**config.mk**
```make
export PLATFORM = sky130hd
export DESIGN_NAME = id_ex_decode_stage
export DESIGN_NICKNAME = d
export VERILOG_FILES = /design/src/rtl/id_ex_decode_stage.sv
export SDC_FILE = /design/constraint.sdc
export NUM_CORES = 1
export LEC_CHECK = 0
export CORE_ASPECT_RATIO = 0.6
export CORE_MARGIN = 4
export CORE_UTILIZATION = 33
export CTS_CLUSTER_DIAMETER = 120
export DETAILED_ROUTE_END_ITERATION = 6
export PLACE_DENSITY_LB_ADDON = 0.08
export REMOVE_ABC_BUFFERS = 1
export SETUP_SLACK_MARGIN = 0.05
export SLEW_MARGIN = 20
export SYNTH_ARGS = -nofsm -noshare
export SYNTH_HDL_FRONTEND = slang
export SYNTH_SLANG_ARGS = --single-unit
```
**constraint.sdc**
```tcl
create_clock -name clk -period 2.4 [get_ports clk]
set_input_delay 0.6 -clock clk [delete_from_list [all_inputs] [get_ports clk]]
set_output_delay 0.6 -clock clk [all_outputs]
set_load 0.05 [all_outputs]
```
**src/rtl/id_ex_decode_stage.sv**
```systemverilog
// Decode stage and ID/EX pipeline register for the RV64 pipelined core.
// Turns the fetched instruction into main control, ALUOp/Funct, register
// indices and a sign-extended immediate. It also detects load-use hazards,
// which cause a stall plus a bubble, and honours branch flushes from EX.
module id_ex_decode_stage #(
  parameter int XLEN      = 64,
  parameter bit HAZARD_EN = 1'b1
) (
  input  logic            clk,
  input  logic            reset,
  input  logic            if_valid,
  input  logic [31:0]     if_instr,
  input  logic [XLEN-1:0] if_pc,
  input  logic            flush,
  output logic            stall,
  output logic            illegal,
  output logic            ex_valid,
  output logic [XLEN-1:0] ex_pc,
  output logic [XLEN-1:0] ex_imm,
  output logic [4:0]      ex_rs1,
  output logic [4:0]      ex_rs2,
  output logic [4:0]      ex_rd,
  output logic [1:0]      ex_ALUOp,
  output logic [3:0]      ex_Funct,
  output logic            ex_RegWrite,
  output logic            ex_MemRead,
  output logic            ex_MemWrite,
  output logic            ex_MemtoReg,
  output logic            ex_ALUSrc,
  output logic            ex_Branch
);

  localparam logic [6:0] OP_R  = 7'b0110011;
  localparam logic [6:0] OP_I  = 7'b0010011;
  localparam logic [6:0] OP_LD = 7'b0000011;
  localparam logic [6:0] OP_ST = 7'b0100011;
  localparam logic [6:0] OP_BR = 7'b1100011;

  // Raw instruction fields. These are passed through unchanged, even for
  // formats that do not use them.
  logic [6:0] opcode;
  logic [4:0] if_rs1, if_rs2, if_rd;
  logic [3:0] funct;

  assign opcode = if_instr[6:0];
  assign if_rd  = if_instr[11:7];
  assign if_rs1 = if_instr[19:15];
  assign if_rs2 = if_instr[24:20];
  assign funct  = {if_instr[30], if_instr[14:12]};

  // Immediate formats, each sign-extended from instruction bit 31.
  logic [XLEN-1:0] imm_i, imm_s, imm_b;

  assign imm_i = {{(XLEN-12){if_instr[31]}}, if_instr[31:20]};
  assign imm_s = {{(XLEN-12){if_instr[31]}}, if_instr[31:25], if_instr[11:7]};
  assign imm_b = {{(XLEN-13){if_instr[31]}}, if_instr[31], if_instr[7],
                  if_instr[30:25], if_instr[11:8], 1'b0};

  logic            legal, uses_rs2;
  logic [1:0]      d_aluop;
  logic            d_alusrc, d_regwrite, d_memread, d_memwrite, d_memtoreg, d_branch;
  logic [XLEN-1:0] d_imm;

  // Main decoder: opcode -> control bits, immediate select, rs2 usage.
  always_comb begin
    legal      = 1'b1;
    uses_rs2   = 1'b0;
    d_aluop    = 2'b00;
    d_alusrc   = 1'b0;
    d_regwrite = 1'b0;
    d_memread  = 1'b0;
    d_memwrite = 1'b0;
    d_memtoreg = 1'b0;
    d_branch   = 1'b0;
    d_imm      = '0;
    case (opcode)
      OP_R: begin
        d_aluop    = 2'b10;
        d_regwrite = 1'b1;
        uses_rs2   = 1'b1;
      end
      OP_I: begin
        d_alusrc   = 1'b1;
        d_regwrite = 1'b1;
        d_imm      = imm_i;
      end
      OP_LD: begin
        d_alusrc   = 1'b1;
        d_regwrite = 1'b1;
        d_memread  = 1'b1;
        d_memtoreg = 1'b1;
        d_imm      = imm_i;
      end
      OP_ST: begin
        d_alusrc   = 1'b1;
        d_memwrite = 1'b1;
        uses_rs2   = 1'b1;
        d_imm      = imm_s;
      end
      OP_BR: begin
        d_aluop  = 2'b01;
        d_branch = 1'b1;
        uses_rs2 = 1'b1;
        d_imm    = imm_b;
      end
      default: legal = 1'b0;
    endcase
  end

  // Load-use hazard: the load now in EX writes a register this instruction
  // reads. An rd of x0 never causes a hazard, and an illegal incoming
  // instruction never raises one.
  logic hz;

  generate
    if (HAZARD_EN) begin : g_hz
      assign hz = if_valid & legal & ex_valid & ex_MemRead & (ex_rd != 5'd0) &
                  ((ex_rd == if_rs1) | (uses_rs2 & (ex_rd == if_rs2)));
    end else begin : g_no_hz
      assign hz = 1'b0;
    end
  endgenerate

  // When a flush coincides with a hazard, IF is redirected anyway, so there
  // is nothing to hold.
  assign stall = hz & ~flush;

  logic bubble, illegal_next;

  assign bubble       = flush | hz | ~if_valid | ~legal;
  assign illegal_next = if_valid & ~flush & ~hz & ~legal;

  // ID/EX register: reset, then bubble, then the decoded instruction.
  always_ff @(posedge clk) begin
    if (reset) begin
      illegal     <= 1'b0;
      ex_valid    <= 1'b0;
      ex_pc       <= '0;
      ex_imm      <= '0;
      ex_rs1      <= '0;
      ex_rs2      <= '0;
      ex_rd       <= '0;
      ex_ALUOp    <= '0;
      ex_Funct    <= '0;
      ex_RegWrite <= 1'b0;
      ex_MemRead  <= 1'b0;
      ex_MemWrite <= 1'b0;
      ex_MemtoReg <= 1'b0;
      ex_ALUSrc   <= 1'b0;
      ex_Branch   <= 1'b0;
    end else begin
      illegal <= illegal_next;
      if (bubble) begin
        ex_valid    <= 1'b0;
        ex_pc       <= '0;
        ex_imm      <= '0;
        ex_rs1      <= '0;
        ex_rs2      <= '0;
        ex_rd       <= '0;
        ex_ALUOp    <= '0;
        ex_Funct    <= '0;
        ex_RegWrite <= 1'b0;
        ex_MemRead  <= 1'b0;
        ex_MemWrite <= 1'b0;
        ex_MemtoReg <= 1'b0;
        ex_ALUSrc   <= 1'b0;
        ex_Branch   <= 1'b0;
      end else begin
        ex_valid    <= 1'b1;
        ex_pc       <= if_pc;
        ex_imm      <= d_imm;
        ex_rs1      <= if_rs1;
        ex_rs2      <= if_rs2;
        ex_rd       <= if_rd;
        ex_ALUOp    <= d_aluop;
        ex_Funct    <= funct;
        ex_RegWrite <= d_regwrite;
        ex_MemRead  <= d_memread;
        ex_MemWrite <= d_memwrite;
        ex_MemtoReg <= d_memtoreg;
        ex_ALUSrc   <= d_alusrc;
        ex_Branch   <= d_branch;
      end
    end
  end

endmodule

```
After elaboration in Yosys (flattened, before gate mapping)
Cells that the tools add are included.

storage, ports and cells
  output and inout bits = 158
  word-level logic and storage cells = 56
  register bits = 156
  input bits = 100

cells by class
  muxes and demuxes = 10
  reduce and logical (&&, ||, !) cells = 7
  bitwise operators = 18
  eq/ne operators = 7

operator list
  kind                count
  $pmux 64 s3         1
  $eq 7x6->1 const B  2
  $and 1x1->1         10
  $eq 5x5->1          2
  $reduce_or 3->1     3
  $mux 1              8
  $eq 7x2->1 const B  1
  $eq 7x5->1 const B  1
  $eq 7x7->1 const B  1
  $reduce_bool 5->1   1
  $reduce_or 5->1     1
  $not 1->1           4
  $or 1x1->1          4
  $pmux 2 s2          1
  $reduce_or 2->1     2

Depth between registers and ports, before layout
Gate-level depths: netlist (run 1).

  depth in word-level cells = 12
  depth in mapped cells = 8
  depth with buffers taken out = 5

Worst setup path after synthesis (run 1)
No wires, ideal clock.

  kind = input to output
  from = in if_instr[3]
  to = out stall
  stages on the path = 8
  slack = -0.642 ns
  path buffers = 3
  arrival = 2.442 ns
  data required time = 1.800 ns
  cells stage by stage = nor4bb_1 > buf_2 > nand3_1 > o22ai_1 > and2_1 > clkbuf_1 > buf_6 > nor2b_1

between the ends
  cells in the longest elaborated chain, start to end = 9
  elaborated cells on any way between the ends = 17
  those cells by class = eq/ne: 5; mux: 2; bitwise: 8; reduce/logical: 2

ends and longest elaborated chain
  what                                      RTL line  source
  start, declared                           12        input logic [31:0] if_instr,
  $eq 7x7->1, or another cell as far along  76        case (opcode)
  $reduce_or 5->1 (no source line)          -
  $mux 1                                    76
  $and 1x1->1 (4 in a row)                  117       assign hz = if_valid & legal & ex_valid & ex_MemRead & (ex_rd != 5'd0) &
  $and 1x1->1 *                             117
  $and 1x1->1 *                             126       assign stall = hz & ~flush;
  end, declared                             15        output logic stall,

Mark *: on every way between the ends. The rest lies on a longest branch, timed or not.

Worst setup path after layout (run 1)
  from = in if_valid
  to = out stall

between the ends
  cells in the longest elaborated chain, start to end = 6

ends and longest elaborated chain
  what                      RTL line  source
  start, declared           11        input logic if_valid,
  $and 1x1->1 (5 in a row)  117
  $and 1x1->1               126

No other way between the ends.

==> flow_summary.ini, run 1 <==
[status]
status = finished, violations left
violations = setup timing

[hold_path]
hold_path_startpoint = if_instr[17]
hold_path_end = ex_rs1[2]$_SDFF_PP0_
hold_depth = 3
worstHoldPathType = in2reg

[floorplan]
die_w_um = 152
start_util_pct = 34.0
die_area_mm2 = 0.0144
fp.dieH_um = 94.7
ios = 258
core_area_mm2 = 0.0121
std_cell_rows = 31

[clocking]
tritoncts = yes
clkSinkCount = 105
cts_made_buffers = 9
clock_latency_ps = 340
root_buffer = clkbuf_16
path_clk_slew_ps = 70
h-tree-depth = 3
ctsHoldBuffers = 0
clock_path_buffers = 2

[power_and_ir_drop]
leakagePower_uw = 0.00297
pwr_density_cell_mw_per_mm2 = 461
peakVddDrop_v = 0.000384
p_total_uw = 3520

[global_routing]
grt_pass1_wl_mm = 20.4
grt-ovfl-total = 0
grt_antenna_before_repair = 0
grt_max_degree = 49
grtUsageTotal_pct = 18.0
grt_pass1_vias = 3544

[worst_setup_path]
cp.arrival_ps = 1940
slowest_stage = clkdlybuf4s50_1
criticalPathCategory = in2out
r2r-start = ex_rd[3]$_SDFF_PP0_
reg2reg_to = ex_imm[7]$_SDFF_PP0_
end_kind = primary output
cp_max_fo = 2
required_ps = 1800
r2r_slack_ps = 290
crit_chain = clkdlybuf4s50_1 > nand3_2 > nor4b_4 > and2_4 > nor2b_4 > buf_12
crit_buf_inv = 2
ff2ff_path_depth = 8
crit_path_max_incr_delay_ps = 490
start_kind = input pin
cp_top_family = simple AND/OR/NAND/NOR gates

[timing]
max_freq_mhz = 394
slew_headroom_pct = 60.3
finalHoldViolations = 0
drv_slew = 0
worstMarginPinSlew_ps = 593
rsz0062_at_grt = yes
setup_viol = 1
setup_ws_ps = -141
period_minus_slack_ps = 2540
fin_crit_sh_pct = 106
clock_skew_ps = 7.85

[finish]
layout-drive-gt1-share_pct = 28.2
areaGrowthSynthToFinish_pct = 84.7
antennaDiodeCount = 0
nNetsFinal = 747
fin_cells = 817

[job]
max_cap_violations = 0

[synthesis]
synthFlopType = dfxtp_1
synth-edff-count = 0
yosysSeqAreaShare_pct = 50.9
synth_top_family_by_area = simple AND/OR/NAND/NOR gates
synth_top_area_cell = dfxtp_1
synth_top_area_share_pct = 50.9
synthCells = 423
synthMuxAreaShare_pct = 0
synth.top_cells.by_area = dfxtp_1 51%, nor3_2 15%, buf_4 11%
synthSimpleGateAreaFrac_pct = 25.9
yosysUniqueCellTypes = 28
synth-compound-area-share_pct = 1.76
synth_adder_area_share_pct = 0
ys_ff_latch = 105
synth_area_mm2 = 0.00413
synthArstFlopShare_pct = 0
synth-xor-area-share_pct = 2.12
syn-mean-instance-area_um2 = 9.77
yosys_warnings = 0

[detailed_routing]
first_pass_iters = 4
drt-total-wl_mm = 13.3
num_vias = 3465
wire_per_inst_um = 16.3
drt_iter0_markers = 176
route.detailed.drc = 0
ant_nets = 0
via_per_inst = 4.24

[placement]
place_inst = 799
numPortBuffers = 257
hpwl_mm = 10.6
globalplace.congestion = 0.821
[power by group]
group / internal [uW] / switching, uW
combinational: 210 / 159
sequential: 1750 / 1.49
clock: 745 / 659
total: 2700 / 820
[sequential cells by signal, indices dropped and copies added, names as in the netlist]
name and count:
ex_MemtoReg 1, ex_ALUSrc 1, ex_rs2 5, ex_valid 1
illegal 1, ex_rs1 5, ex_ALUOp 2, ex_Branch 1
ex_imm 13, ex_Funct 4, ex_pc 64, ex_RegWrite 1
ex_rd 5, ex_MemWrite 1
[repair_timing]
item                                    CTS  global route
endpoints found under the setup margin    1             1
pin swaps                                10             3
gates cloned                              0             0
buffers inserted                          2             0
hold endpoints to repair                  0             0
gates resized for setup                  43             3
[kinds of logic after synthesis]
| family | count (synthesis) |
|---|---|
| buf+inv | 152 |
| simple gates | 146 |
| flops | 105 |
| compound gates | 10 |
| xor+xnor | 10 |
[cells in the final DEF (no fill, tap or decap), drive strengths merged]
cell type | Yosys | final
o21ai | 1 | 1
buf | 63 | 91
nor2b | 2 | 2
and2 | 1 | 1
nand3 | 6 | 6
nor4 | 5 | 5
o22ai | 1 | 1
nand4 | 1 | 1
inv | 74 | 76
nor3 | 96 | 96
a2bb2oi | 1 | 1
nor2 | 4 | 4
xnor2 | 10 | 10
dlymetal6s2s | 0 | 1
nand2b | 2 | 2
a21boi | 2 | 2
nor3b | 1 | 1
clkinvlp | 0 | 1
a21o | 1 | 1
nand2 | 23 | 23
dlygate4sd2 | 0 | 12
clkinv | 0 | 3
a22oi | 4 | 4
clkbuf | 15 | 10
dfxtp | 105 | 105
or4 | 1 | 1
nor4b | 3 | 3
clkdlybuf4s50 | 0 | 187
nor4bb | 1 | 1
[Yosys cell counts, drive strengths merged (2+ instances only)]
library cell / n
dfxtp: 105
nor3: 96
inv: 74
buf: 63
nand2: 23
clkbuf: 15
xnor2: 10
nand3: 6
nor4: 5
a22oi: 4
nor2: 4
nor4b: 3
a21boi: 2
nand2b: 2
nor2b: 2
[tightest hold or removal path, stage by stage]
cell,delay (ps)
dlymetal6s2s_1,140
nand2_1,70
nor3_1,40
[how the worst max path moves through the flow]
stage | to | from | depth (start not counted)
global route | stall | if_instr[2] | 7
detailed placement | stall | if_instr[3] | 7
global placement | stall | if_instr[0] | 7
finish | stall | if_valid | 6
CTS | stall | if_instr[2] | 7
floorplan | ex_imm[12] | ex_imm[62]$_SDFF_PP0_ | 0
[routing by layer]
layer,track usage (%),vias up,wire (um)
li1,-,1724,-
met1,23.1,1604,5980
met2,30.1,132,6280
met3,6.46,5,978
met4,2.45,0,41
met5,0,-,0
[area by class of cell]
type | instances | area (um2)
clock inverter | 6 | 50.0
fill | 1001 | 4510
sequential | 105 | 2100
timing repair buffer | 291 | 3450
clock buffer | 10 | 239
inverter | 74 | 278
tap | 165 | 206
multi-input combinational | 166 | 1310
[through the flow]
stage          util (%)  hold slack (ps)  setup WS [ps]  setup TNS (ps)  instance area (um2)
2_1_floorplan         -              671         -15210         -984300                 3610
3_3_place_gp       60.0              958           -590          -17360                 7290
3_5_place_dp       60.0              975           -630          -19830                 7290
4_1_cts            62.8              663           -111            -111                 7620
5_1_grt            62.9              578           -219            -219                 7630
6_report           62.9              564           -141            -141                 7630
No activity file was read; power rests on OpenSTA's default activity.
==> inputs of run 2 (changes only) <==
--- a/config.mk
+++ b/config.mk
@@ -7,9 +7,11 @@
 export LEC_CHECK = 0
 export CORE_ASPECT_RATIO = 0.6
 export CORE_MARGIN = 4
-export CORE_UTILIZATION = 33
+export CORE_UTILIZATION = 40
 export CTS_CLUSTER_DIAMETER = 120
 export DETAILED_ROUTE_END_ITERATION = 6
+export GPL_TIMING_DRIVEN = 0
+export HOLD_SLACK_MARGIN = 0.08
 export PLACE_DENSITY_LB_ADDON = 0.08
 export REMOVE_ABC_BUFFERS = 1
 export SETUP_SLACK_MARGIN = 0.05
==> constraint.sdc (replaced) <==
create_clock -name clk -period 3.12 [get_ports clk]
set_input_delay 0.78 -clock clk [delete_from_list [all_inputs] [get_ports clk]]
set_output_delay 0.78 -clock clk [all_outputs]
set_load 0.05 [all_outputs]
==> run 2 against run 1 <==
Against the previous run: the flow now finishes without violations; final cell count down 7.0%; sequential share of layout area grew 3.3 points; wire length decreased by 8.7%; total power down 23%; non-clock buffer count shrank 26; clock skew is essentially flat; clock-buffer cell count grew 1; final area shrank 11%; worst setup slack gained 280 ps; hold slack better by 200 ps; flip-flop and latch count stayed put; clock power is 22% lower; critical path type unchanged; highest routed layer unchanged.
==> flow_summary.ini, run 2 (synthesis gave the netlist of run 1 again) <==
[timing]
setup_ws_ps = 138
period_minus_slack_ps = 2980
rsz0062_at_grt = no
worstMarginPinSlew_ps = 753
max_freq_mhz = 335
fin_setup_tns_ps = 0
fin_crit_sh_pct = 95.6
slew_headroom_pct = 49.8
finalHoldViolations = 0
drv_slew = 0
setup_viol = 0
clock_skew_ps = 7.48

[global_routing]
grt_busiest_layer = met2
grt_use_met3_pct = 9.32
grt_pass1_vias = 3319
grt_pass1_wl_mm = 18.7
grt-ovfl-total = 0
grtUsageTotal_pct = 19.8
grt_max_degree = 53
met2_usage_pct = 32.1
grt_antenna_before_repair = 0
met1_usage_pct = 24.3

[finish]
fin_cells = 760
layout-drive-gt1-share_pct = 16.5
largest_reg_flops = 64
final_cell_mix = 244 x clkdlybuf4s50_1, 104 x dfxtp_1, 74 x inv_1
reg.largest.list = ex_pc: 64 flops, ex_imm: 13 flops
largest_register = ex_pc
antennaDiodeCount = 0
areaGrowthSynthToFinish_pct = 65.3
fin_area_mm2 = 0.00683
nNetsFinal = 722
final_common_cell = clkdlybuf4s50_1
fillCellCount = 788

[floorplan]
std_cell_rows = 28
die_w_um = 139
fp.dieH_um = 86.7
start_util_pct = 41.5
ios = 258
core_area_mm2 = 0.00995
die_area_mm2 = 0.0121

[job]
max_cap_violations = 0

[power_and_ir_drop]
leakagePower_uw = 0.00260
peakVddDrop_v = 0.000281
pwr_density_cell_mw_per_mm2 = 395
p_total_uw = 2700

[worst_setup_path]
start_kind = input pin
crit_path_max_incr_delay_ps = 490
end_kind = primary output
crit_chain = clkdlybuf4s50_1 > nand3_1 > nor4b_4 > and2_4 > nor2b_4 > buf_8
cp_max_fo = 2
criticalPathCategory = in2out
required_ps = 2340
cp.arrival_ps = 2200
slowest_stage = clkdlybuf4s50_1

[placement]
globalplace.congestion = 0.761
pre_cts_ws_ps = -1640
numPortBuffers = 257
place_inst = 741
hpwl_mm = 9.22
dpl_cell_area_mm2 = 0.00646

[detailed_routing]
route.detailed.drc = 0
wire_per_inst_um = 16.0
via_per_inst = 4.41
num_vias = 3354
first_pass_iters = 5
drt_iter0_markers = 122
ant_nets = 0
drt-total-wl_mm = 12.1

[clocking]
clock_latency_ps = 330
ctsHoldBuffers = 0
h-tree-depth = 3
clock_path_buffers = 2
path_clk_slew_ps = 60
root_buffer = clkbuf_16
tritoncts = yes
clkSinkCount = 105
cts_made_buffers = 9

[hold_path]
worstHoldPathType = in2reg

[status]
status = finished, final reports clean
## run 2: final cells by class
class / instances / area (um2) / share of cell area (%)
clock inverter: 3 / 42.5 / 0.623
clock buffer: 11 / 243 / 3.55
sequential: 105 / 2100 / 30.8
tap: 135 / 169 / 2.47
inverter: 74 / 278 / 4.07
multi-input combinational: 167 / 1310 / 19.2
timing repair buffer: 265 / 2680 / 39.3
## run 2: routing by layer
metal / up-vias / routed length, um
met4: 0 / 101
met5: - / 0
li1: 1669 / -
met3: 8 / 1180
met2: 136 / 5730
met1: 1541 / 5110
## run 2: worst paths after layout
check / start / endpoint / slack [ps] / cells past startpoint
setup / recovery: if_valid / stall / 140 / 6
hold / removal: if_instr[23] / ex_rs2[3]$_SDFF_PP0_ / 760 / 3
setup reg to reg: ex_rd[1]$_SDFF_PP0_ / ex_imm[6]$_SDFF_PP0_ / 770 / 7
hold reg to reg: ex_valid$_SDFF_PP0_ / ex_pc[56]$_SDFF_PP0_ / 1090 / 5
## run 2: stage by stage
step	hold slack (ps)	utilization, %
6_report	761	68.6
3_3_place_gp	1320	63.8
2_1_floorplan	851	-
5_1_grt	753	68.6
4_1_cts	846	68.6
3_5_place_dp	1040	65.0
## run 2: critical path: cells and delay by family
kind	cells	cell delay (ps)
buffers and inverters	2	640
AND/OR/NAND/NOR	4	780
## run 2: where the power goes
group | leakage (uW) | switching (uW) | internal [uW]
sequential | 0.000846 | 1.43 | 1340
combinational | 0.00161 | 116 | 143
clock | 0.000137 | 460 | 634
## run 2: what timing repair did
item / in CTS / in global routing
pin swaps: 5 / 5
setup buffers: 4 / 0
gates resized for setup: 23 / 14
gates cloned: 1 / 0
setup endpoints to repair: 1 / 1
==> inputs of run 3 (changes only) <==
--- a/config.mk
+++ b/config.mk
@@ -7,12 +7,12 @@
 export LEC_CHECK = 0
 export CORE_ASPECT_RATIO = 0.6
 export CORE_MARGIN = 4
-export CORE_UTILIZATION = 40
+export CORE_UTILIZATION = 25
 export CTS_CLUSTER_DIAMETER = 120
 export DETAILED_ROUTE_END_ITERATION = 6
 export GPL_TIMING_DRIVEN = 0
 export HOLD_SLACK_MARGIN = 0.08
-export PLACE_DENSITY_LB_ADDON = 0.08
+export PLACE_DENSITY = 0.7
 export REMOVE_ABC_BUFFERS = 1
 export SETUP_SLACK_MARGIN = 0.05
 export SLEW_MARGIN = 20
==> run 3 against run 2 <==
Against the previous run: die area increased by 55%; critical path depth unchanged; global-route usage is 7.1 points lower; via count fell by 1.2%; wire length is 2.4% higher; worst setup slack got worse by 35 ps; total power is 0.92% higher; clock-buffer cell count is 1 higher; critical path type unchanged; clock power about the same; largest power group unchanged; highest routed layer unchanged; critical endpoint unchanged; hold slack better by 3.0 ps.
==> flow_summary.ini, run 3 (synthesis gave the netlist of run 1 again) <==
[finish]
seqCellArea_mm2 = 0.00211
antennaDiodeCount = 0
largest_reg_flops = 64
layout-drive-gt1-share_pct = 16.7
areaGrowthSynthToFinish_pct = 67.9
nNetsFinal = 723
largest_register = ex_pc
final_common_cell = clkdlybuf4s50_1
final_cell_mix = 244 x clkdlybuf4s50_1, 104 x dfxtp_1, 74 x inv_1
reg.largest.list = ex_pc: 64 flops, ex_imm: 13 flops
fillCellCount = 1543
fin_area_mm2 = 0.00694
post-route-util_pct = 42.8
multi_input_area_mm2 = 0.00131

[worst_setup_path]
criticalPathCategory = in2out
cp.arrival_ps = 2240
reg2reg_to = ex_pc[18]$_SDFF_PP0_
required_ps = 2340
end_kind = primary output
cp_max_fo = 2
ff2ff_path_depth = 7
r2r-start = ex_rd[1]$_SDFF_PP0_
r2r_slack_ps = 810
start_kind = input pin

[floorplan]
fp.dieH_um = 108
die_w_um = 174
ios = 258
die_area_mm2 = 0.0187
start_util_pct = 25.5
std_cell_rows = 36
core_area_mm2 = 0.0162

[job]
max_cap_violations = 0

[timing]
slew_headroom_pct = 50.8
max_freq_mhz = 331
period_minus_slack_ps = 3020
clock_skew_ps = 8.73
worstMarginPinSlew_ps = 736
rsz0062_at_grt = yes
finalHoldViolations = 0
fin_crit_sh_pct = 96.7
drv_slew = 0
setup_viol = 0
fin_setup_tns_ps = 0

[clocking]
h-tree-depth = 3
clock_path_buffers = 2
clkSinkCount = 105
tritoncts = yes
ctsHoldBuffers = 0
clock_latency_ps = 340
root_buffer = clkbuf_16
cts_made_buffers = 9
path_clk_slew_ps = 70

[placement]
globalplace.congestion = 0.712
hpwl_mm = 9.07
numPortBuffers = 257
dpl_cell_area_mm2 = 0.00656

[hold_path]
worstHoldPathType = in2reg
hold_depth = 3
hold_path_end = ex_rs2[2]$_SDFF_PP0_
hold_path_startpoint = if_instr[22]

[global_routing]
grt_pass1_vias = 3228
grt_max_degree = 53
grtUsageTotal_pct = 12.7
grt_antenna_before_repair = 0
grt_pass1_wl_mm = 18.5
grt-ovfl-total = 0

[status]
status = finished, final reports clean

[detailed_routing]
route.detailed.drc = 0
ant_nets = 0
num_vias = 3314
via_per_inst = 3.96
first_pass_iters = 4
wire_per_inst_um = 14.8
drt_iter0_markers = 143
drt-total-wl_mm = 12.4

[power_and_ir_drop]
pwr_density_cell_mw_per_mm2 = 392
leakagePower_uw = 0.00260
peakVddDrop_v = 0.000260
p_total_uw = 2720
==> run 3: area by class of cell <==
class / count / area share [%]
flip-flops and latches: 105 / 30.3
clock buffers: 12 / 3.70
inverters: 74 / 4.00
multi-input cells: 167 / 18.9
well taps: 209 / 3.77
clock inverters: 4 / 0.487
repair buffers: 266 / 38.8
==> run 3: power by group <==
| part | switching (uW) | internal [uW] | total (uW) | leakage [uW] |
|---|---|---|---|---|
| Sequential | 1.37 | 1340 | 1340 | 0.000847 |
| Combinational | 117 | 143 | 261 | 0.00162 |
| Clock | 525 | 594 | 1120 | 0.000140 |
| Total | 644 | 2080 | 2720 | 0.00260 |
==> run 3: metal layers <==
| metal | wire length [um] | track usage [%] |
|---|---|---|
| met3 | 1150 | 5.93 |
| met1 | 5930 | 17.2 |
| met2 | 5260 | 18.3 |
| met5 | 0 | 0 |
| met4 | 81 | 2.71 |
==> run 3: what timing repair did <==
item	CTS	global route
gates resized for setup	22	14
buffers inserted	4	1
gates cloned	1	0
setup endpoints to repair	1	6
pin swaps	5	5
==> run 3: per-stage QoR <==
| step | hold WS, ps | std cells | setup slack (ps) |
|---|---|---|---|
| floorplan | 851 | 345 | -14670 |
| global placement | 1310 | 811 | -4580 |
| detailed placement | 1040 | 815 | -1680 |
| CTS | 847 | 836 | 53.8 |
| global route | 757 | 837 | 30.8 |
| finish | 764 | 837 | 103 |
==> run 3: worst max-delay path by stage <==
stage | startpoint | to | slack [ps] | cells past startpoint
2_1_floorplan | ex_imm[62]$_SDFF_PP0_ | ex_imm[12] | -14670 | 0
3_3_place_gp | if_instr[0] | ex_pc[37]$_SDFF_PP0_ | -4580 | 6
3_5_place_dp | if_instr[3] | stall | -1680 | 7
4_1_cts | if_instr[3] | stall | 50 | 7
5_1_grt | if_instr[0] | stall | 30 | 7
6_report | if_valid | stall | 100 | 6
==> run 3: worst max-delay path, stage by stage <==
cell	delay (ps)
clkdlybuf4s50_1	490
nand3_1	140
nor4b_4	340
and2_4	200
nor2b_4	140
buf_8	150
